### config.mk
export PLATFORM = sky130hd
export DESIGN_NAME = selnot_arbiter_flat
export DESIGN_NICKNAME = d
export VERILOG_FILES = /design/src/rtl/selnot_arbiter_if.sv /design/src/rtl/selnot_arbiter.sv /design/src/flat_wrapper.sv
export SDC_FILE = /design/constraint.sdc
export NUM_CORES = 1
export LEC_CHECK = 0
export CELL_PAD_IN_SITES_DETAIL_PLACEMENT = 0
export CELL_PAD_IN_SITES_GLOBAL_PLACEMENT = 1
export CORE_MARGIN = 2
export CORE_UTILIZATION = 36
export CTS_BUF_LIST = sky130_fd_sc_hd__clkbuf_4
export CTS_CLUSTER_DIAMETER = 200
export DETAILED_ROUTE_END_ITERATION = 10
export HOLD_SLACK_MARGIN = 0.15
export PLACE_DENSITY_LB_ADDON = 0.1
export SYNTH_ARGS = -nofsm -noshare
export SYNTH_HDL_FRONTEND = slang
export SYNTH_SLANG_ARGS = --single-unit
### constraint.sdc
create_clock -name clk -period 1.7 [get_ports clk]
set_input_delay 0.17 -clock clk [delete_from_list [all_inputs] [get_ports clk]]
set_output_delay 0.17 -clock clk [all_outputs]
set_load 0.05 [all_outputs]
### src/rtl/selnot_arbiter_if.sv
// Handshake bundle for selnot_arbiter: two requester channels, mode select and result channel.
// The master drives requests and q_ready; the slave (the arbiter) drives ready and result.
interface selnot_arbiter_if;
    logic       a_valid;
    logic [7:0] a_data;
    logic       a_ready;
    logic       b_valid;
    logic [7:0] b_data;
    logic       b_ready;
    logic [1:0] mode;
    logic       q_valid;
    logic [7:0] q_data;
    logic       q_src;
    logic       q_ready;

    modport master (
        output a_valid, a_data, b_valid, b_data, mode, q_ready,
        input  a_ready, b_ready, q_valid, q_data, q_src
    );

    modport slave (
        input  a_valid, a_data, b_valid, b_data, mode, q_ready,
        output a_ready, b_ready, q_valid, q_data, q_src
    );
endinterface

### src/rtl/selnot_arbiter.sv
// Two-requester arbiter feeding a single-entry output register holding ~operand of the winner.
// Modes: fixed-A, fixed-B (with starvation guard), round-robin, LFSR-random.
module selnot_arbiter #(
    parameter logic [7:0]  SEED       = 8'hA5,
    parameter int unsigned STARVE_MAX = 15
) (
    input  logic            clk,
    input  logic            rst,
    selnot_arbiter_if.slave bus
);
    localparam logic [7:0] LFSR_INIT  = (SEED == 8'h00) ? 8'h01 : SEED;
    localparam logic [7:0] STARVE_LIM = 8'(STARVE_MAX);

    logic             q_valid_reg, q_valid_next;
    logic [7:0]       q_data_reg,  q_data_next;
    logic             q_src_reg,   q_src_next;
    logic             last_reg,    last_next;
    logic [7:0]       lfsr_reg,    lfsr_next;
    logic [1:0][7:0]  wait_reg,    wait_next;

    logic [1:0] valid_vec;
    logic [1:0] grant_vec;
    logic       out_open;
    logic       arb;
    logic       pick_b;
    logic       lfsr_fb;

    assign valid_vec = {bus.b_valid, bus.a_valid};
    assign lfsr_fb   = lfsr_reg[7] ^ lfsr_reg[5] ^ lfsr_reg[4] ^ lfsr_reg[3];

    always_comb begin
        out_open = !q_valid_reg || bus.q_ready;
        // Gating with rst keeps both ready outputs low while reset is held.
        arb      = out_open && !rst && (|valid_vec);

        pick_b = 1'b0;
        case (bus.mode)
            2'b00:   pick_b = (wait_reg[1] == STARVE_LIM);
            2'b01:   pick_b = (wait_reg[0] != STARVE_LIM);
            2'b10:   pick_b = !last_reg;
            default: pick_b = lfsr_reg[0];
        endcase

        grant_vec = 2'b00;
        if (arb) begin
            if (&valid_vec) grant_vec = pick_b ? 2'b10 : 2'b01;
            else            grant_vec = valid_vec;
        end

        q_valid_next = q_valid_reg;
        q_data_next  = q_data_reg;
        q_src_next   = q_src_reg;
        last_next    = last_reg;
        lfsr_next    = lfsr_reg;
        if (|grant_vec) begin
            q_valid_next = 1'b1;
            q_data_next  = grant_vec[1] ? ~bus.b_data : ~bus.a_data;
            q_src_next   = grant_vec[1];
            last_next    = grant_vec[1];
            lfsr_next    = {lfsr_reg[6:0], lfsr_fb};
        end else if (out_open) begin
            q_valid_next = 1'b0;
        end
    end

    // Per-requester wait counters: cleared on grant or idle, saturating count of lost arbitrations.
    for (genvar gi = 0; gi < 2; gi++) begin : g_wait
        assign wait_next[gi] = (!valid_vec[gi] || grant_vec[gi]) ? 8'h00 :
                               (arb && wait_reg[gi] != 8'hFF)    ? wait_reg[gi] + 8'd1 :
                                                                   wait_reg[gi];
    end

    always_ff @(posedge clk or posedge rst) begin
        if (rst) begin
            q_valid_reg <= 1'b0;
            q_data_reg  <= 8'h00;
            q_src_reg   <= 1'b0;
            last_reg    <= 1'b1;
            lfsr_reg    <= LFSR_INIT;
            wait_reg    <= '0;
        end else begin
            q_valid_reg <= q_valid_next;
            q_data_reg  <= q_data_next;
            q_src_reg   <= q_src_next;
            last_reg    <= last_next;
            lfsr_reg    <= lfsr_next;
            wait_reg    <= wait_next;
        end
    end

    assign bus.a_ready = grant_vec[0];
    assign bus.b_ready = grant_vec[1];
    assign bus.q_valid = q_valid_reg;
    assign bus.q_data  = q_data_reg;
    assign bus.q_src   = q_src_reg;
endmodule

### src/flat_wrapper.sv
// flat-port wrapper written by rule: the top's interface ports become plain ports
module selnot_arbiter_flat 
#(
    parameter logic [7:0]  SEED       = 8'hA5,
    parameter int unsigned STARVE_MAX = 15
)
  (clk, rst, bus_a_valid, bus_a_data, bus_b_valid, bus_b_data, bus_mode, bus_q_ready, bus_a_ready, bus_b_ready, bus_q_valid, bus_q_data, bus_q_src);
  selnot_arbiter_if bus_i ();
  input  logic clk;
  input  logic rst;
  input wire logic [$bits(bus_i.a_valid)-1:0] bus_a_valid;
  input wire logic [$bits(bus_i.a_data)-1:0] bus_a_data;
  input wire logic [$bits(bus_i.b_valid)-1:0] bus_b_valid;
  input wire logic [$bits(bus_i.b_data)-1:0] bus_b_data;
  input wire logic [$bits(bus_i.mode)-1:0] bus_mode;
  input wire logic [$bits(bus_i.q_ready)-1:0] bus_q_ready;
  output wire logic [$bits(bus_i.a_ready)-1:0] bus_a_ready;
  output wire logic [$bits(bus_i.b_ready)-1:0] bus_b_ready;
  output wire logic [$bits(bus_i.q_valid)-1:0] bus_q_valid;
  output wire logic [$bits(bus_i.q_data)-1:0] bus_q_data;
  output wire logic [$bits(bus_i.q_src)-1:0] bus_q_src;
  assign bus_i.a_valid = bus_a_valid;
  assign bus_i.a_data = bus_a_data;
  assign bus_i.b_valid = bus_b_valid;
  assign bus_i.b_data = bus_b_data;
  assign bus_i.mode = bus_mode;
  assign bus_i.q_ready = bus_q_ready;
  assign bus_a_ready = bus_i.a_ready;
  assign bus_b_ready = bus_i.b_ready;
  assign bus_q_valid = bus_i.q_valid;
  assign bus_q_data = bus_i.q_data;
  assign bus_q_src = bus_i.q_src;
  selnot_arbiter #(.SEED(SEED), .STARVE_MAX(STARVE_MAX)) u_core (.clk(clk), .rst(rst), .bus(bus_i));
endmodule
Word-level counts from Yosys, hierarchy flattened
Cells that the tools add are included.
- bits in registers: 35
- input bits: 23
- output and inout port bits: 12
- logic and storage cells: 50
- add/subtract/negate cells: 2
- equality and inequality tests: 6
- muxes and demuxes: 11
- bitwise operators: 5
- reduce and logical (&&, ||, !) cells: 19
- operators by type and width (operator ; number):
    8-bit two-way mux ; 5
    8-bit by 1-bit adder with 8-bit output (second input constant) ; 2
    8-bit inequality test (second input constant) ; 2
    8-bit inverter ; 2
    8-bit by 4-bit equality test with 1-bit output (second input constant) ; 1
    8-bit by 4-bit inequality test with 1-bit output (second input constant) ; 1
    2-bit two-way mux ; 3
    2-bit nonzero test ; 3
    1-bit logical NOT ; 5
    1-bit logical AND ; 4
    2-bit OR reduction ; 2
    1-bit logical OR ; 3
    1-bit case mux with 3 select lines ; 1
    1-bit bitwise XOR ; 3
    2-bit by 1-bit equality test with 1-bit output (second input constant) ; 1
    2-bit equality test (second input constant) ; 1
    2-bit logical NOT ; 1
    1-bit two-way mux ; 2
    2-bit AND reduction ; 1

Logic depth before layout (Yosys ltp)
- depth in word-level cells: 7
- depth in mapped cells: 7
- mapped depth without buffers: 6

Worst setup path after synthesis
OpenSTA, ideal clock, no wires.
- kind: reg-to-output
- start point: register u_core.wait_reg[12] (netlist name)
- end point: output port bus_b_ready
- arrival: 2134 ps
- required time: 1530 ps
- slack: -604 ps
- cell stages (with the launch flop): 7
- buffers on the path: 1
- cell sequence: dfrtp_1 -> or4_4 -> nor3_4 -> o211ai_2 -> and2_4 -> buf_6 -> nor2_1
- word-level cells in the longest chain between the ends: 5
- RTL lines (element ; RTL line ; source):
    start, declared ; selnot_arbiter.sv:19 ; logic [1:0][7:0] wait_reg, wait_next;
    start signal, assigned ; selnot_arbiter.sv:87 ; wait_reg <= wait_next;
    8-bit by 4-bit equality test with 1-bit output ; selnot_arbiter.sv:38 ; 2'b00: pick_b = (wait_reg[1] == STARVE_LIM);
    1-bit case mux with 3 select lines ; selnot_arbiter.sv:37 ; case (bus.mode)
    2-bit two-way mux (2 in a row) ; selnot_arbiter.sv:46 ; if (&valid_vec) grant_vec = pick_b ? 2'b10 : 2'b01;
    2-bit two-way mux ; selnot_arbiter.sv:45 ; if (arb) begin
    end, declared ; flat_wrapper.sv:18 ; output wire logic [$bits(bus_i.b_ready)-1:0] bus_b_ready;
Every way passes these cells.

Worst setup path in the final report
Ends and elaborated chain as after synthesis.

==> flow_metrics.env <==
export IMPL_status="complete, but fails checks"
export IMPL_wl_per_cell_um=13.52
export IMPL_die_h_um=75.96
export IMPL_critPathLaunchType="register"
export IMPL_ir_drop_uv=509.8
export IMPL_grt_pass1_wl_um=7596
export IMPL_finalHoldViolCount=0
export IMPL_cts_hold_buf=0
export IMPL_grt_ovfl_total=0
export IMPL_drt_pass1_iterations=4
export IMPL_syn_area_per_cell_um2=9.610
export IMPL_final_area_um2=2818
export IMPL_yosysUniqueCellTypes=41
export IMPL_dp_hpwl_um=3289
export IMPL_max_freq_mhz=459.4
export IMPL_synth_top_family_by_area="simple AND/OR/NAND/NOR gates"
export IMPL_whs_ns=0.1852
export IMPL_swShare_pct=33.18
export IMPL_layout_common_cells="nand2_1, buf_4, dfrtp_1"
export IMPL_syn_area_um2=1864
export IMPL_largest_register_ffs=16
export IMPL_slew_headroom_pct=65.46
export IMPL_p_int_mw=1.535
export IMPL_hold_path_class="input pin to async pin"
export IMPL_cp_startpoint="u_core.wait_reg[12]$_DFFE_PP0P_"
export IMPL_synthXorXnorAreaFrac_pct=6.107
export IMPL_final_common_cell="nand2_1"
export IMPL_design_power_total_mw=2.297
export IMPL_reg2reg_from="u_core.wait_reg[12]$_DFFE_PP0P_"
export IMPL_worst_pin_slew_ns=0.5173
export IMPL_synth_cells=194
export IMPL_synth_compound_area_share_pct=14.36
export IMPL_post_route_period_util_pct=128.0
export IMPL_cp_max_fo=3
export IMPL_cts_htree_levels=2
export IMPL_clk_path_buf_depth=2
export IMPL_setup_worst_path_end_class="output port"
export IMPL_vias=1658
export IMPL_ant_nets=0
export IMPL_layout_drive_gt1_share_pct=34.20
export IMPL_combPwrFrac_pct=33.6
export IMPL_switchingPower_mw=0.7621
export IMPL_io_pins=35
export IMPL_synth_seq_area_share_pct=47.32
export IMPL_pwr_share_seq_pct=45.6
export IMPL_cap_violations=0
export IMPL_finClkSkew_ns=0.01861
export IMPL_rsz0062_at_grt="true"
export IMPL_synth_mux_area_share_pct=1.074
export IMPL_grt_max_degree=25
export IMPL_synthAdderAreaFrac_pct=1.342
export IMPL_violations="setup timing"
export IMPL_setup_slack_ns=-0.4767
export IMPL_routed_wl_um=4583
export IMPL_die_area_um2=5770
export IMPL_fin_crit_ns=2.177
export IMPL_cts_tree="done"
export IMPL_p_leak_nw=1.294
export IMPL_num_antenna_cells=0
export IMPL_ys_warnings_count=0
export IMPL_drt_iter0_drc=52
export IMPL_cts_inserted_buffers=5
export IMPL_maxSlewViolCount=0
export IMPL_fillers=446
export IMPL_grt_util_all_layers_pct=16.29
export IMPL_clkTransAtPathRegs_ns=0.11
export IMPL_place_area_um2=2577
export IMPL_worst_ep_required_time_ns=1.53
export IMPL_cts_sinks=35
export IMPL_ys_ff_latch=35
export IMPL_portBuffers=34
export IMPL_setup_viol=27
export IMPL_gp_congestion=0.8659
export IMPL_rows=26
export IMPL_p_per_area_nw_per_um2=815.1
export IMPL_clk_latency_ns=0.34
export IMPL_viasPerCell=4.891
export IMPL_area_delta_synth_final_pct=51.14
export IMPL_die_width_um=75.96
export IMPL_synth_simple_gate_area_share_pct=26.71
export IMPL_start_util_pct=36.97
export IMPL_antenna_found_initial=0
export IMPL_fin_nets=293
export IMPL_pwr_share_clk_pct=20.9
export IMPL_grt_pass1_vias=1662
export IMPL_cp_data_arrival_time_ns=2.01
export IMPL_criticalPathCategory="register to output port"
export IMPL_core_um2=5042
export IMPL_drc=0
export IMPL_root_buffer="clkbuf_4"
export IMPL_syn_nets=219
final timing paths:
check / to / depth (start not counted) / slack (ns)
worst max-delay path: bus_b_ready / 6 / -0.48
worst min-delay path: u_core.wait_reg[8]$_DFFE_PP0P_ / 3 / 0.19
worst max register to register: u_core.wait_reg[6]$_DFFE_PP0P_ / 7 / -0.34
worst min register to register: u_core.lfsr_reg[2]$_DFFE_PP1P_ / 2 / 0.47
max in group asynchronous: u_core.last_reg$_DFFE_PP1P_ / 3 / 1.15
min in group clk: u_core.bus.q_data[1]$_DFFE_PP0P_ / 2 / 0.44
synthesized netlist by cell type, drive strengths merged:
cell | instances | area [um2]
a211oi | 1 | 7.510
a21bo | 1 | 10.01
a21boi | 1 | 7.510
a21o | 1 | 7.510
a21oi | 3 | 15.01
a311oi | 1 | 8.760
a31oi | 1 | 6.260
and2 | 1 | 8.760
and3 | 5 | 36.28
and4 | 1 | 8.760
buf | 6 | 35.03
clkbuf | 2 | 7.510
dfrtp | 30 | 750.7
dfstp | 5 | 131.4
ha | 2 | 25.02
inv | 4 | 15.01
mux2i | 2 | 20.02
nand2 | 40 | 150.1
nand2b | 2 | 12.51
nand3 | 13 | 65.06
nand4 | 2 | 12.51
nand4b | 1 | 8.760
nor2 | 26 | 97.59
nor2b | 1 | 6.260
nor3 | 8 | 51.30
nor3b | 3 | 22.52
nor4 | 1 | 6.260
o211ai | 1 | 12.51
o21a | 1 | 7.510
o21ai | 3 | 15.01
o21bai | 1 | 7.510
o221a | 1 | 11.26
o311ai | 8 | 130.1
o31ai | 1 | 21.27
or4 | 1 | 11.26
xnor2 | 9 | 78.83
xor2 | 4 | 35.03
worst max-delay path, stage by stage, from the launching register on:
cell and delay, ns:
dfrtp_1 0.41, or4_4 0.55, nor3_4 0.16, o211ai_2 0.14, and2_4 0.17, nor2_4 0.10, buf_12 0.14
cell type report:
| type | count | area (um2) | area share (%) |
|---|---|---|---|
| well taps | 70 | 87.58 | 3.108 |
| repair buffers | 75 | 733.2 | 26.02 |
| inverters | 4 | 15.01 | 0.5329 |
| clock buffers | 8 | 60.06 | 2.131 |
| multi-input cells | 147 | 1040 | 36.90 |
| flip-flops and latches | 35 | 882.1 | 31.31 |
power by group through the flow:
| stage | Sequential [mW] | Clock (mW) | Combinational (mW) |
|---|---|---|---|
| global placement | 1.06 | 0 | 0.711 |
| CTS | 1.05 | 0.500 | 0.740 |
| finish | 1.05 | 0.479 | 0.771 |
| floorplan | 1.20 | 0 | 0.305 |
| global route | 1.07 | 0.539 | 0.831 |
| detailed placement | 1.06 | 0 | 0.725 |
routing by layer:
| layer | vias to the layer above | wire length, um | global-route usage (%) |
|---|---|---|---|
| met5 | - | 0 | 0 |
| met3 | 5 | 181 | 3.095 |
| met1 | 788 | 2060 | 20.64 |
| li1 | 819 | - | - |
| met2 | 46 | 2285 | 27.50 |
| met4 | 0 | 56 | 6.545 |
kinds of logic after synthesis:
kind of cell	Yosys count
and+or+nand+nor	105
xor gates and xnor gates	13
AOI/OAI and AO/OA	25
buffers and inverters	12
DFF	35
muxes	2
adders and majority gates	2
through the flow:
step                util [%]  setup slack [ns]  instances  setup TNS [ns]
finish                 55.88           -0.4767        339          -6.469
global route           55.88           -0.5605        339          -8.121
CTS                    53.50           -0.4855        337          -5.226
detailed placement     51.12           -0.3898        326          -6.433
global placement       51.12           -0.3058        326          -5.101
floorplan                  -           -0.2175        194          -1.136
timing repair:
| item | 4_1_cts | 5_1_grt |
|---|---|---|
| gates resized for setup | 10 | 26 |
| endpoints found under the setup margin | 28 | 36 |
| pin swaps | 14 | 4 |
| setup buffers | 3 | 3 |
No activity file was read; power rests on OpenSTA's default activity.
